**src/rtl/act_fetch_sched_pkg.sv**
```systemverilog
// Activation fetch scheduler: shared defaults and state encoding.
// Imported by the interface, arbiter and scheduler top.
package act_fetch_sched_pkg;

  localparam int DEF_NUM_REQ = 4;
  localparam int DEF_ADDR_W  = 12;
  localparam int DEF_DATA_W  = 64;
  localparam int DEF_LEN_W   = 5;
  localparam int DEF_RD_LAT  = 2;

  typedef enum logic {
    IDLE  = 1'b0,
    BURST = 1'b1
  } state_t;

  function automatic int id_w(input int n);
    return (n > 1) ? $clog2(n) : 1;
  endfunction

endpackage

```
**src/rtl/act_fetch_sched_if.sv**
```systemverilog
// Requester, GB read port and response bundle of the fetch scheduler.
// slave is the scheduler side, master is the environment side.
interface act_fetch_sched_if
  import act_fetch_sched_pkg::*;
#(
  parameter int NUM_REQ = DEF_NUM_REQ,
  parameter int ADDR_W  = DEF_ADDR_W,
  parameter int DATA_W  = DEF_DATA_W,
  parameter int LEN_W   = DEF_LEN_W
) ();

  logic [NUM_REQ-1:0]        req_vld;
  logic [NUM_REQ*ADDR_W-1:0] req_addr;
  logic [NUM_REQ*LEN_W-1:0]  req_len;
  logic [NUM_REQ-1:0]        req_acc;
  logic                      pause;
  logic                      gb_rd_en;
  logic [ADDR_W-1:0]         gb_rd_addr;
  logic [DATA_W-1:0]         gb_rd_data;
  logic [NUM_REQ-1:0]        rsp_vld;
  logic [DATA_W-1:0]         rsp_data;
  logic                      rsp_last;
  logic                      busy;

  modport slave (
    input  req_vld,
    input  req_addr,
    input  req_len,
    input  pause,
    input  gb_rd_data,
    output req_acc,
    output gb_rd_en,
    output gb_rd_addr,
    output rsp_vld,
    output rsp_data,
    output rsp_last,
    output busy
  );

  modport master (
    output req_vld,
    output req_addr,
    output req_len,
    output pause,
    output gb_rd_data,
    input  req_acc,
    input  gb_rd_en,
    input  gb_rd_addr,
    input  rsp_vld,
    input  rsp_data,
    input  rsp_last,
    input  busy
  );

endinterface

```
**src/rtl/act_fetch_sched_rr_arb.sv**
```systemverilog
// Round-robin arbiter: one-hot grant searched from last winner + 1.
// Pointer resets to N-1 so requester 0 wins first.
module rr_arb
  import act_fetch_sched_pkg::*;
#(
  parameter  int N  = DEF_NUM_REQ,
  localparam int IW = id_w(N)
) (
  input  logic          clk,
  input  logic          rst_n,
  input  logic [N-1:0]  req,
  input  logic          advance,
  output logic [N-1:0]  gnt,
  output logic [IW-1:0] gnt_id
);

  logic [IW-1:0] ptr;

  // Walk from farthest to nearest so the nearest asserted requester wins.
  always_comb begin
    logic [IW-1:0] idx;
    idx    = '0;
    gnt    = '0;
    gnt_id = '0;
    for (int k = N; k >= 1; k--) begin
      idx = IW'((int'(ptr) + k) % N);
      if (req[idx]) begin
        gnt      = '0;
        gnt[idx] = 1'b1;
        gnt_id   = idx;
      end
    end
  end

  always_ff @(posedge clk or negedge rst_n) begin
    if (!rst_n) begin
      ptr <= IW'(N - 1);
    end else if (advance && |req) begin
      ptr <= gnt_id;
    end
  end

endmodule

```
**src/rtl/act_fetch_sched.sv**
```systemverilog
// Activation fetch scheduler: grants PEC burst requests round-robin,
// issues GB reads and routes fixed-latency responses to the owner.
module act_fetch_sched
  import act_fetch_sched_pkg::*;
#(
  parameter int NUM_REQ = DEF_NUM_REQ,
  parameter int ADDR_W  = DEF_ADDR_W,
  parameter int DATA_W  = DEF_DATA_W,
  parameter int LEN_W   = DEF_LEN_W,
  parameter int RD_LAT  = DEF_RD_LAT
) (
  input logic              clk,
  input logic              rst_n,
  act_fetch_sched_if.slave bus
);

  localparam int ID_W = id_w(NUM_REQ);
  localparam int TOP  = RD_LAT - 1;

  state_t              state;
  logic [ADDR_W-1:0]   addr;
  logic [LEN_W-1:0]    len;
  logic [LEN_W-1:0]    cnt;
  logic [ID_W-1:0]     id;
  logic [NUM_REQ-1:0]  acc;

  logic [NUM_REQ-1:0]  gnt;
  logic [ID_W-1:0]     gnt_id;
  logic                advance;
  logic                issue;
  logic                last_beat;

  logic [ADDR_W-1:0]   addr_a [NUM_REQ];
  logic [LEN_W-1:0]    len_a  [NUM_REQ];

  logic [RD_LAT-1:0]   p_vld;
  logic [RD_LAT-1:0]   p_last;
  logic [ID_W-1:0]     p_id [RD_LAT];

  for (genvar i = 0; i < NUM_REQ; i++) begin : g_slice
    assign addr_a[i] = bus.req_addr[i*ADDR_W +: ADDR_W];
    assign len_a[i]  = bus.req_len[i*LEN_W +: LEN_W];
  end

  assign advance   = (state == IDLE) && (|bus.req_vld);
  assign issue     = (state == BURST) && !bus.pause;
  assign last_beat = (cnt == len);

  rr_arb #(
    .N (NUM_REQ)
  ) u_arb (
    .clk     (clk),
    .rst_n   (rst_n),
    .req     (bus.req_vld),
    .advance (advance),
    .gnt     (gnt),
    .gnt_id  (gnt_id)
  );

  always_ff @(posedge clk or negedge rst_n) begin
    if (!rst_n) begin
      state <= IDLE;
      addr  <= '0;
      len   <= '0;
      cnt   <= '0;
      id    <= '0;
      acc   <= '0;
    end else begin
      acc <= '0;
      unique case (state)
        IDLE: begin
          if (advance) begin
            acc   <= gnt;
            addr  <= addr_a[gnt_id];
            len   <= len_a[gnt_id];
            id    <= gnt_id;
            cnt   <= '0;
            state <= BURST;
          end
        end
        BURST: begin
          if (issue) begin
            addr <= addr + 1'b1;
            cnt  <= cnt + 1'b1;
            if (last_beat) begin
              state <= IDLE;
            end
          end
        end
        default: state <= IDLE;
      endcase
    end
  end

  // Response tags ride alongside the GB read latency; no back-pressure.
  always_ff @(posedge clk or negedge rst_n) begin
    if (!rst_n) begin
      p_vld  <= '0;
      p_last <= '0;
      for (int i = 0; i < RD_LAT; i++) begin
        p_id[i] <= '0;
      end
    end else begin
      p_vld[0]  <= issue;
      p_last[0] <= issue && last_beat;
      p_id[0]   <= id;
      for (int i = 1; i < RD_LAT; i++) begin
        p_vld[i]  <= p_vld[i-1];
        p_last[i] <= p_last[i-1];
        p_id[i]   <= p_id[i-1];
      end
    end
  end

  assign bus.req_acc    = acc;
  assign bus.gb_rd_en   = issue;
  assign bus.gb_rd_addr = addr;

  assign bus.rsp_vld  = p_vld[TOP]
                      ? (NUM_REQ'(1) << p_id[TOP])
                      : '0;
  assign bus.rsp_last = p_vld[TOP] & p_last[TOP];
  assign bus.rsp_data = p_vld[TOP] ? bus.gb_rd_data : '0;
  assign bus.busy     = (state == BURST) | (|p_vld);

endmodule

```
**src/flat_wrapper.sv**
```systemverilog
// flat-port wrapper written by rule: the top's interface ports become plain ports
module act_fetch_sched_flat import act_fetch_sched_pkg::*;
#(
  parameter int NUM_REQ = DEF_NUM_REQ,
  parameter int ADDR_W  = DEF_ADDR_W,
  parameter int DATA_W  = DEF_DATA_W,
  parameter int LEN_W   = DEF_LEN_W,
  parameter int RD_LAT  = DEF_RD_LAT
)
  (clk, rst_n, bus_req_vld, bus_req_addr, bus_req_len, bus_pause, bus_gb_rd_data, bus_req_acc, bus_gb_rd_en, bus_gb_rd_addr, bus_rsp_vld, bus_rsp_data, bus_rsp_last, bus_busy);
  act_fetch_sched_if #(.NUM_REQ(NUM_REQ), .ADDR_W(ADDR_W), .DATA_W(DATA_W), .LEN_W(LEN_W)) bus_i ();
  input logic clk;
  input logic rst_n;
  input wire logic [$bits(bus_i.req_vld)-1:0] bus_req_vld;
  input wire logic [$bits(bus_i.req_addr)-1:0] bus_req_addr;
  input wire logic [$bits(bus_i.req_len)-1:0] bus_req_len;
  input wire logic [$bits(bus_i.pause)-1:0] bus_pause;
  input wire logic [$bits(bus_i.gb_rd_data)-1:0] bus_gb_rd_data;
  output wire logic [$bits(bus_i.req_acc)-1:0] bus_req_acc;
  output wire logic [$bits(bus_i.gb_rd_en)-1:0] bus_gb_rd_en;
  output wire logic [$bits(bus_i.gb_rd_addr)-1:0] bus_gb_rd_addr;
  output wire logic [$bits(bus_i.rsp_vld)-1:0] bus_rsp_vld;
  output wire logic [$bits(bus_i.rsp_data)-1:0] bus_rsp_data;
  output wire logic [$bits(bus_i.rsp_last)-1:0] bus_rsp_last;
  output wire logic [$bits(bus_i.busy)-1:0] bus_busy;
  assign bus_i.req_vld = bus_req_vld;
  assign bus_i.req_addr = bus_req_addr;
  assign bus_i.req_len = bus_req_len;
  assign bus_i.pause = bus_pause;
  assign bus_i.gb_rd_data = bus_gb_rd_data;
  assign bus_req_acc = bus_i.req_acc;
  assign bus_gb_rd_en = bus_i.gb_rd_en;
  assign bus_gb_rd_addr = bus_i.gb_rd_addr;
  assign bus_rsp_vld = bus_i.rsp_vld;
  assign bus_rsp_data = bus_i.rsp_data;
  assign bus_rsp_last = bus_i.rsp_last;
  assign bus_busy = bus_i.busy;
  act_fetch_sched #(.NUM_REQ(NUM_REQ), .ADDR_W(ADDR_W), .DATA_W(DATA_W), .LEN_W(LEN_W), .RD_LAT(RD_LAT)) u_core (.clk(clk), .rst_n(rst_n), .bus(bus_i));
endmodule
```
**config.mk**
```make
export PLATFORM = sky130hd
export DESIGN_NAME = act_fetch_sched_flat
export DESIGN_NICKNAME = d
export VERILOG_FILES = /design/src/rtl/act_fetch_sched_pkg.sv /design/src/rtl/act_fetch_sched_if.sv /design/src/rtl/act_fetch_sched_rr_arb.sv /design/src/rtl/act_fetch_sched.sv /design/src/flat_wrapper.sv
export SDC_FILE = /design/constraint.sdc
export NUM_CORES = 1
export LEC_CHECK = 0
export BUFFER_PORTS_ARGS = -buffer_cell sky130_fd_sc_hd__clkbuf_2
export CORE_MARGIN = 4
export CORE_UTILIZATION = 42
export DETAILED_ROUTE_END_ITERATION = 7
export PLACE_DENSITY = 0.82
export SYNTH_ARGS = -nofsm -noshare
export SYNTH_HDL_FRONTEND = slang
export SYNTH_HIERARCHICAL = 1
export SYNTH_SLANG_ARGS = --single-unit
```
**constraint.sdc**
```tcl
create_clock -name clk -period 4.6 [get_ports clk]
set_input_delay 1.38 -clock clk [delete_from_list [all_inputs] [get_ports clk]]
set_output_delay 1.38 -clock clk [all_outputs]
set_load 0.02 [all_outputs]
```
==> results.json, run 1 <==
{
  "status": "finished, final reports clean",
  "post_cts_resized": 0,
  "drt-total-wl_um": 11510,
  "vias_per_cell": 5.223,
  "cp-end-kind": "flip-flop",
  "grt_use_met3_pct": 5.446,
  "vias": 3275,
  "synth-edff-count": 0,
  "drive_gt1_share_pct": 50.19,
  "ys.flop_type": "dfrtp_1",
  "port_buffers": 225,
  "holdWs_ns": 0.3499,
  "arrival_ns": 4.07,
  "die-area_mm2": 0.009049,
  "skew_ns": 0.01070,
  "crit_chain": "clkbuf_2 > mux4_2 > nor2b_4 > a2111oi_1 > a21oi_2 > buf_4 > mux4_1 > nand2_1 > a31oi_1",
  "total_leakage_power_nw": 2.303,
  "drtIter0Drc": 153,
  "coreArea_mm2": 0.007331,
  "drv_cap": 0,
  "syn_area_mm2": 0.003188,
  "synthDistinctLibCells": 56,
  "synth_async_sr_flop_share_pct": 100.0,
  "postSynthCellCount": 313,
  "overflow": 0,
  "synth_commonest_cells": "69 x and2_1, 37 x dfrtp_1, 21 x nor2_1",
  "avgSynthCellArea_um2": 10.19,
  "cts_tree": "built",
  "antenna_found_initial": 2,
  "die_h_um": 95.13,
  "slew_viol_final": 0,
  "yosysTopAreaCellShare_pct": 29.04,
  "seq_area_frac_synth_pct": 30.69,
  "clk_pin_slew_worst_paths_ns": 0.07,
  "synth.yosys.warnings": 6,
  "fin_cells": 627,
  "hp-class": "reg -> reg",
  "n_fill_cell": 654,
  "yosys.cell_count.top_type": "and2_1",
  "post_cts_buffers": 0,
  "pin_count": 226,
  "p_per_area_mw_per_mm2": 591.8,
  "final-setup-viol-count": 0,
  "irDropWorstVdd_mv": 0.3957,
  "std_cell_rows": 31,
  "synth_area_leaders": "dfrtp_1 29%, and2_1 14%, mux4_1 9.9%, mux4_2 6.4%, ha_1 3.1%",
  "fin_nets": 672,
  "drc": 0,
  "hold_buffers": 0,
  "numCtsBuffers": 5,
  "fin_crit_sh_pct": 85.71,
  "crit_required_ns": 4.73,
  "initial_utilization_pct": 43.49,
  "cp-start-kind": "input pin",
  "wire_per_inst_um": 18.36,
  "crit_type": "in -> reg",
  "final_hold_viol_count": 0,
  "die_w_um": 95.13,
  "grt_pass1_vias": 3254,
  "synth_largest_area_cell": "dfrtp_1",
  "grt_start_max_net_pins": 67,
  "clk_latency_ns": 0.30,
  "area_delta_synth_final_pct": 38.74,
  "rsz0062_at_grt": "no",
  "ys_ff_latch": 39,
  "grtUsageMet1_pct": 28.63,
  "grt.total_usage_pct": 24.21,
  "grtUsageMet2_pct": 41.63,
  "clkSinkCount": 39,
  "tns_ns": 0,
  "dp.cells": 617,
  "cp_slowest_cell": "mux4_2",
  "cp_max_fo": 12,
  "cts_root_buffer": "clkbuf_8",
  "slew_headroom_pct": 33.44,
  "fin_util_pct": 60.33,
  "gp_congestion": 0.8760,
  "seqCellArea_um2": 978.4,
  "period_needed_ns": 3.943,
  "antenna_left": 0,
  "clock_path_buffers": 2,
  "dpl.hpwl_um": 9582,
  "max_freq_mhz": 253.6,
  "grt_pass1_wl_um": 16560,
  "cts_max_level": 2,
  "cpPeakStageDelay_ns": 0.63,
  "syn_nets": 460,
  "top_usage_layer": "met2",
  "drt-pass1-iter-count": 4,
  "tightest_slew_ns": 0.9985,
  "multiInputGateArea_mm2": 0.002048
}
## logic make-up (layout without fill, tap and decap cells)
logic type / count (synthesis) / in the layout / share of synthesized area, %
flops: 39 / 39 / 30.69
simple gates: 143 / 143 / 25.82
xor+xnor: 9 / 9 / 2.472
compound gates: 49 / 49 / 10.87
other cells: 0 / 2 / 0
fa+ha+maj: 8 / 8 / 3.140
mux: 35 / 35 / 21.55
buf+inv: 30 / 243 / 5.455
## metal layers
layer / routed length [µm] / vias to the layer above
met5: 0 / -
met4: 352 / 0
met3: 1025 / 19
met2: 5804 / 176
met1: 4330 / 1529
li1: - / 1551
## power breakdown
group / switching [mW] / internal (mW) / total (mW)
clock network: 0.126 / 0.106 / 0.232
logic: 0.904 / 0.793 / 1.70
registers: 0.192 / 0.496 / 0.688
## state kept, by name (all words and copies together), names as in the netlist
name	flops
u_core/bus.gb_rd_addr	12
u_core/bus.req_acc	4
u_core/cnt	5
u_core/id	2
u_core/len	5
u_core/p_id	4
u_core/p_last	2
u_core/p_vld	2
u_core/state	1
u_core/u_arb/ptr	2
## critical path: cells and delay by family
kind | cells | cell delay, ns
AND/OR/NAND/NOR | 2 | 0.30
AO/OA/AOI/OAI | 3 | 0.66
buffers and inverters | 2 | 0.51
multiplexers | 2 | 1.20
## cell usage in the layout (no fill, tap or decap), drive strengths merged, types with 2 or more instances in the layout
| master | n |
|---|---|
| a2111oi | 2 |
| a211oi | 2 |
| a21oi | 14 |
| a221oi | 4 |
| a22oi | 2 |
| a311oi | 2 |
| a31oi | 2 |
| and2 | 69 |
| buf | 5 |
| clkbuf | 231 |
| dfrtp | 37 |
| dfstp | 2 |
| diode | 2 |
| ha | 8 |
| inv | 5 |
| mux2 | 8 |
| mux2i | 6 |
| mux4 | 21 |
| nand2 | 20 |
| nand2b | 2 |
| nand3 | 4 |
| nand4 | 4 |
| nor2 | 21 |
| nor2b | 6 |
| nor3 | 7 |
| nor3b | 2 |
| nor4 | 2 |
| o21ai | 9 |
| o21bai | 3 |
| xnor2 | 4 |
| xor2 | 5 |
## final timing paths
kind	endpoint	cells after the start	slack (ns)	from
setup reg to reg	u_core/len[4]$_DFFE_PN0P_	9	0.76	u_core/u_arb/ptr[0]$_DFFE_PN1P_
setup / recovery	u_core/bus.gb_rd_addr[1]$_DFFE_PN0P_	9	0.66	bus_req_vld[0]
hold reg to reg	u_core/p_last[1]$_DFF_PN0_	0	0.35	u_core/p_last[0]$_DFF_PN0_
max in group asynchronous	u_core/bus.gb_rd_addr[0]$_DFFE_PN0P_	1	2.74	rst_n
hold / removal	u_core/p_last[1]$_DFF_PN0_	0	0.35	u_core/p_last[0]$_DFF_PN0_
min in group asynchronous	u_core/p_id[3]$_DFF_PN0_	1	1.24	rst_n
## cell type report
| cell class | instances | area share, % |
|---|---|---|
| clock buffers | 6 | 1.641 |
| well taps | 99 | 2.801 |
| inverters | 5 | 0.4243 |
| multi-input cells | 244 | 46.31 |
| flip-flops and latches | 39 | 22.12 |
| clock inverters | 2 | 0.2829 |
| repair buffers | 230 | 26.31 |
| diodes | 2 | 0.1132 |
## metrics by stage
step / cell area, µm² / setup slack (ns) / total power, mW
2_1_floorplan: 3188 / 0.9281 / 1.976
3_3_place_gp: 4333 / 0.4895 / 2.328
3_5_place_dp: 4333 / 0.3256 / 2.387
4_1_cts: 4418 / 0.6302 / 2.624
5_1_grt: 4423 / 0.5406 / 2.793
6_report: 4423 / 0.6574 / 2.617
Note: power is estimated with default switching activity, not from simulation.
==> run 2, diff against run 1 <==
--- a/config.mk
+++ b/config.mk
@@ -5,11 +5,12 @@
 export SDC_FILE = /design/constraint.sdc
 export NUM_CORES = 1
 export LEC_CHECK = 0
+export ABC_AREA = 1
 export BUFFER_PORTS_ARGS = -buffer_cell sky130_fd_sc_hd__clkbuf_2
 export CORE_MARGIN = 4
-export CORE_UTILIZATION = 42
+export CORE_UTILIZATION = 30
 export DETAILED_ROUTE_END_ITERATION = 7
-export PLACE_DENSITY = 0.82
+export PLACE_DENSITY = 0.61
 export SYNTH_ARGS = -nofsm -noshare
 export SYNTH_HDL_FRONTEND = slang
 export SYNTH_HIERARCHICAL = 1
==> run 2 against run 1 <==
Compared with the run above: die area up 45%; synthesized cell count up 85%; largest power group unchanged; area after synthesis up 6.8%; routed wire length up 4.1%; clock power up 94%; sequential share of layout area down 1.5 points; critical path depth down 6; highest routed layer unchanged; global-route usage down 7.0 points; utilization down 17 points; count of clock-buffer cells in the layout down 1; first-iteration DRC count up 59%; non-clock buffer count down 4.
==> results.json, run 2 <==
{
  "drc": 0,
  "dpl.hpwl_um": 9770,
  "crit_type": "in -> out",
  "clkSinkCount": 39,
  "die_h_um": 114.5,
  "synth_async_sr_flop_share_pct": 100.0,
  "ys_ff_latch": 39,
  "fin_crit_sh_pct": 72.12,
  "tightest_slew_ns": 0.9768,
  "synth_area_leaders": "dfrtp_1 27%, nand2_1 21%, inv_1 11%, nor2_1 8.5%, nand3_1 6.3%",
  "post_cts_buffers": 0,
  "route.met2.wl_um": 5796,
  "coreArea_mm2": 0.01098,
  "cts_tree": "built",
  "vias": 4160,
  "n_antenna_cell": 0,
  "hold_buffers": 0,
  "skew_ns": 0.004009,
  "yosysTopAreaCellShare_pct": 27.20,
  "irDropWorstVdd_mv": 0.3255,
  "grt_pass1_vias": 3686,
  "crit_required_ns": 3.22,
  "syn_area_mm2": 0.003405,
  "seq_area_frac_synth_pct": 28.74,
  "slew_viol_final": 0,
  "period_needed_ns": 3.317,
  "drt-total-wl_um": 11980,
  "drv_cap": 0,
  "top_layer": "met4",
  "std_cell_rows": 38,
  "yosys.cell_count.top_type": "nand2_1",
  "final_area_mm2": 0.004760,
  "grt_start_max_net_pins": 48,
  "drive_gt1_share_pct": 32.32,
  "final_common_cell": "clkbuf_2",
  "clk_pin_slew_worst_paths_ns": 0.06,
  "antenna_left": 0,
  "post_cts_resized": 0,
  "cp_max_fo": 9,
  "status": "finished, final reports clean",
  "postSynthCellCount": 579,
  "arrival_ns": 1.94,
  "hp-class": "reg -> reg",
  "antenna_found_initial": 0,
  "ys.flop_type": "dfrtp_1",
  "total_leakage_power_nw": 3.134,
  "drtIter0Drc": 244,
  "place_area_mm2": 0.004567,
  "clk_latency_ns": 0.28,
  "port_buffers": 225,
  "area_delta_synth_final_pct": 39.80,
  "gp_congestion": 0.8964,
  "synthDistinctLibCells": 36,
  "cp-end-kind": "output pin",
  "syn_nets": 726,
  "cts_max_level": 2,
  "largest_reg_flops": 12,
  "slew_headroom_pct": 34.88,
  "numCtsBuffers": 5,
  "tns_ns": 0,
  "overflow": 0,
  "grt_pass1_wl_um": 18250,
  "grt.total_usage_pct": 17.18,
  "synth.yosys.warnings": 6,
  "wl_met1_um": 4874,
  "die-area_mm2": 0.01312,
  "fin_util_pct": 43.34,
  "synth_commonest_cells": "193 x nand2_1, 102 x inv_1, 77 x nor2_1",
  "drt-pass1-iter-count": 5,
  "synth-edff-count": 0,
  "synth_largest_area_cell": "dfrtp_1",
  "cp-start-kind": "input pin",
  "cts_root_buffer": "clkbuf_16",
  "clock_path_buffers": 2,
  "final-setup-viol-count": 0,
  "rsz0062_at_grt": "no",
  "layout_common_cells": "225 x clkbuf_2, 193 x nand2_1, 102 x inv_1, 77 x nor2_1, 43 x nand3_1",
  "p_per_area_mw_per_mm2": 716.6,
  "die_w_um": 114.5,
  "vias_per_cell": 4.478,
  "fin_nets": 935,
  "initial_utilization_pct": 31.00,
  "final_hold_viol_count": 0,
  "wire_per_inst_um": 12.90,
  "max_freq_mhz": 301.4,
  "routed-wl-met3_um": 992,
  "avgSynthCellArea_um2": 5.880,
  "pin_count": 226
}
run 2: cell families after synthesis:
kind of cell,synth area share (%)
adders and majority gates,2.940
and+or+nand+nor,40.76
DFF,28.74
AOI/OAI and AO/OA,10.55
buffers and inverters,16.50
xor gates and xnor gates,0.5146
run 2: layout make-up:
class	count	area (µm²)
flip-flops and latches	39	979.7
clock buffers	5	125.1
clock inverters	3	67.56
inverters	107	414.1
multi-input cells	409	1864
repair buffers	226	1134
fillers	1177	6223
well taps	140	175.2
run 2: metal layers:
layer / track usage [%] / up-vias
met5: 0 / -
met4: 5.859 / 0
met3: 2.748 / 12
met2: 30.62 / 192
met1: 20.87 / 1785
li1: - / 2171
run 2: final timing paths:
path	slack, ns	endpoint	start	cells after the start
worst max-delay path	1.28	bus_gb_rd_en	bus_pause	3
worst min-delay path	0.35	u_core/p_last[1]$_DFF_PN0_	u_core/p_last[0]$_DFF_PN0_	0
worst max register to register	1.45	u_core/bus.gb_rd_addr[3]$_DFFE_PN0P_	u_core/u_arb/ptr[0]$_DFFE_PN1P_	15
worst min register to register	0.35	u_core/p_last[1]$_DFF_PN0_	u_core/p_last[0]$_DFF_PN0_	0
max in group asynchronous	2.69	u_core/p_vld[1]$_DFF_PN0_	rst_n	1
min in group asynchronous	1.24	u_core/bus.gb_rd_addr[9]$_DFFE_PN0P_	rst_n	1
run 2: critical path, stage by stage:
cell	delay (ns)
clkbuf_2	0.13
nor2_8	0.22
clkbuf_2	0.21
run 2: per-stage QoR:
stage | std cells | worst slack [ns] | hold slack, ns | total power [mW]
after floorplan | 579 | 1.652 | 0.3312 | 2.480
after global placement | 921 | 1.080 | 0.3314 | 2.958
after detailed placement | 921 | 1.057 | 0.3362 | 2.962
after CTS | 929 | 1.273 | 0.3498 | 3.425
after global routing | 929 | 0.9912 | 0.3561 | 3.771
final | 929 | 1.283 | 0.3474 | 3.411
run 2: power breakdown:
part / total (mW) / internal, mW / switching, mW / leakage [nW]
Combinational: 2.26 / 0.735 / 1.53 / 2.58
Sequential: 0.700 / 0.499 / 0.201 / 0.468
Clock: 0.449 / 0.311 / 0.139 / 0.0900
==> run 3, diff against run 2 <==
--- a/config.mk
+++ b/config.mk
@@ -10,7 +10,7 @@
 export CORE_MARGIN = 4
 export CORE_UTILIZATION = 30
 export DETAILED_ROUTE_END_ITERATION = 7
-export PLACE_DENSITY = 0.61
+export PLACE_DENSITY = 0.63
 export SYNTH_ARGS = -nofsm -noshare
 export SYNTH_HDL_FRONTEND = slang
 export SYNTH_HIERARCHICAL = 1
==> constraint.sdc (replaced) <==
create_clock -name clk -period 2.7 [get_ports clk]
set_input_delay 0.81 -clock clk [delete_from_list [all_inputs] [get_ports clk]]
set_output_delay 0.81 -clock clk [all_outputs]
set_load 0.02 [all_outputs]
==> run 3 against run 2 <==
Compared with the run above: largest power group unchanged; non-clock buffer count is 9 higher; sequential power rose by 59%; utilization increased by 0.62 points; first-iteration DRC count decreased by 14%; clock skew down 0.00073 ns; cell count up 0.97%; flip-flop and latch count is the same; clock power up 29%; routed wire length increased by 2.6%; final area is 1.4% higher; largest cell class unchanged.
==> results.json, run 3 (same netlist as run 2, synthesis figures left out) <==
{
  "status": "finished, final reports clean",
  "wl_met1_um": 5048,
  "wire_per_inst_um": 13.11,
  "grt_pass1_vias": 3809,
  "numCtsBuffers": 5,
  "path_delay_family": "simple AND/OR/NAND/NOR gates",
  "pin_count": 226,
  "fin_nets": 944,
  "multiInputGateArea_mm2": 0.001884,
  "grt_pass1_wl_um": 19000,
  "die_w_um": 114.5,
  "cp-start-kind": "flip-flop",
  "drt-pass1-iter-count": 5,
  "final-setup-viol-count": 0,
  "port_buffers": 225,
  "clock_path_buffers": 2,
  "drive_gt1_share_pct": 33.33,
  "worst-path-buf-inv": 3,
  "gp_congestion": 0.8536,
  "holdWs_ns": 0.3480,
  "antenna_left": 0,
  "drt-total-wl_um": 12300,
  "vias": 4188,
  "drc": 0,
  "irDropWorstVdd_mv": 0.8814,
  "vias_per_cell": 4.465,
  "n_fill_cell": 1190,
  "crit_required_ns": 2.90,
  "n_antenna_cell": 0,
  "crit_type": "reg -> reg",
  "cp-end-kind": "flip-flop",
  "slew_viol_final": 0,
  "period_needed_ns": 2.412,
  "arrival_ns": 2.61,
  "coreArea_mm2": 0.01098,
  "hold_buffers": 0,
  "initial_utilization_pct": 31.00,
  "area_delta_synth_final_pct": 41.79,
  "total_leakage_power_nw": 3.165,
  "p_per_area_mw_per_mm2": 1221,
  "skew_ns": 0.003276,
  "hp-class": "reg -> reg",
  "slew_headroom_pct": 63.85,
  "routed-wl-met3_um": 947,
  "drtIter0Drc": 211,
  "rsz0062_at_grt": "no",
  "cpPeakStageDelay_ns": 0.53,
  "layout_common_cells": "225 x clkbuf_2, 192 x nand2_1, 102 x inv_1, 77 x nor2_1, 43 x nand3_1",
  "tns_ns": 0,
  "crit_chain": "inv_1 > ha_4 > inv_1 > nand3_1 > nand2_2 > o21ai_0 > nand2_1 > nand2_4 > buf_12 > nor2_1 > nor2_1 > o21ai_0 > nand3_1 > nand2_1 > a21oi_1",
  "overflow": 0,
  "max_freq_mhz": 414.6,
  "antenna_found_initial": 0,
  "grt_start_max_net_pins": 66,
  "seqCellArea_um2": 979.7,
  "cts_max_level": 2,
  "std_cell_rows": 38,
  "drv_cap": 0,
  "top_layer": "met4",
  "final_hold_viol_count": 0,
  "die-area_mm2": 0.01312,
  "cp_slowest_cell": "dfstp_2",
  "route.met2.wl_um": 6126,
  "clk_pin_slew_worst_paths_ns": 0.06,
  "largest_reg_flops": 12,
  "cts_root_buffer": "clkbuf_16",
  "grt.total_usage_pct": 18.05,
  "clkSinkCount": 39,
  "cp_max_fo": 28,
  "clk_latency_ns": 0.28,
  "die_h_um": 114.5,
  "final_common_cell": "clkbuf_2",
  "cts_tree": "built",
  "tightest_slew_ns": 0.5416,
  "dpl.hpwl_um": 10060,
  "fin_crit_sh_pct": 89.33
}
run 3: worst paths after layout:
check	start	endpoint	slack [ns]	depth (start not counted)
max	u_core/u_arb/ptr[1]$_DFFE_PN1P_	u_core/bus.gb_rd_addr[8]$_DFFE_PN0P_	0.29	15
min	u_core/p_last[0]$_DFF_PN0_	u_core/p_last[1]$_DFF_PN0_	0.35	0
max reg2reg	u_core/u_arb/ptr[1]$_DFFE_PN1P_	u_core/bus.gb_rd_addr[8]$_DFFE_PN0P_	0.29	15
min reg2reg	u_core/p_last[0]$_DFF_PN0_	u_core/p_last[1]$_DFF_PN0_	0.35	0
max in group asynchronous	rst_n	u_core/p_vld[1]$_DFF_PN0_	1.74	2
min in group asynchronous	rst_n	u_core/bus.gb_rd_addr[10]$_DFFE_PN0P_	0.40	1
run 3: metrics by stage:
step	instance area, µm²	total power, mW	util [%]	cells	setup WS (ns)
after CTS	4805	5.884	43.75	938	0.1557
after global placement	4659	5.262	42.42	930	0.1920
after global routing	4827	6.574	43.95	938	0.03010
after detailed placement	4659	5.276	42.42	930	0.1803
after floorplan	3405	4.225	-	579	0.2938
final	4827	5.895	43.95	938	0.2881
run 3: final cells by class:
type	count	share of cell area (%)
inverters	107	8.631
multi-input cells	409	39.04
well taps	140	3.629
flip-flops and latches	39	20.30
clock buffers	5	2.592
repair buffers	235	25.40
clock inverters	3	0.4147
run 3: report_power, final:
group / internal, mW / total (mW) / leakage (nW) / switching [mW]
clock network: 0.340 / 0.577 / 0.0658 / 0.237
registers: 0.850 / 1.11 / 0.468 / 0.262
logic: 1.47 / 4.21 / 2.63 / 2.74
total: 2.66 / 5.89 / 3.16 / 3.24
run 3: layer usage:
layer  up-vias  global-route usage (%)
li1       2197                       -
met1      1815                   22.27
met2       167                   32.56
met3         9                   2.960
met4         0                   4.434
met5         -                       0
run 3: repair_timing:
action | CTS | global route
resized for setup | 0 | 4
endpoints found under the setup margin | 0 | 12
buffers inserted | 0 | 0
run 3: worst reg2reg max path, delay by kind of cell (launching register included):
kind,cells,cell delay [ns]
AND/OR/NAND/NOR,8,0.74
AO/OA/AOI/OAI,3,0.42
adder cells (fa/ha/maj),1,0.31
buffers and inverters,3,0.33
flip-flops,1,0.53
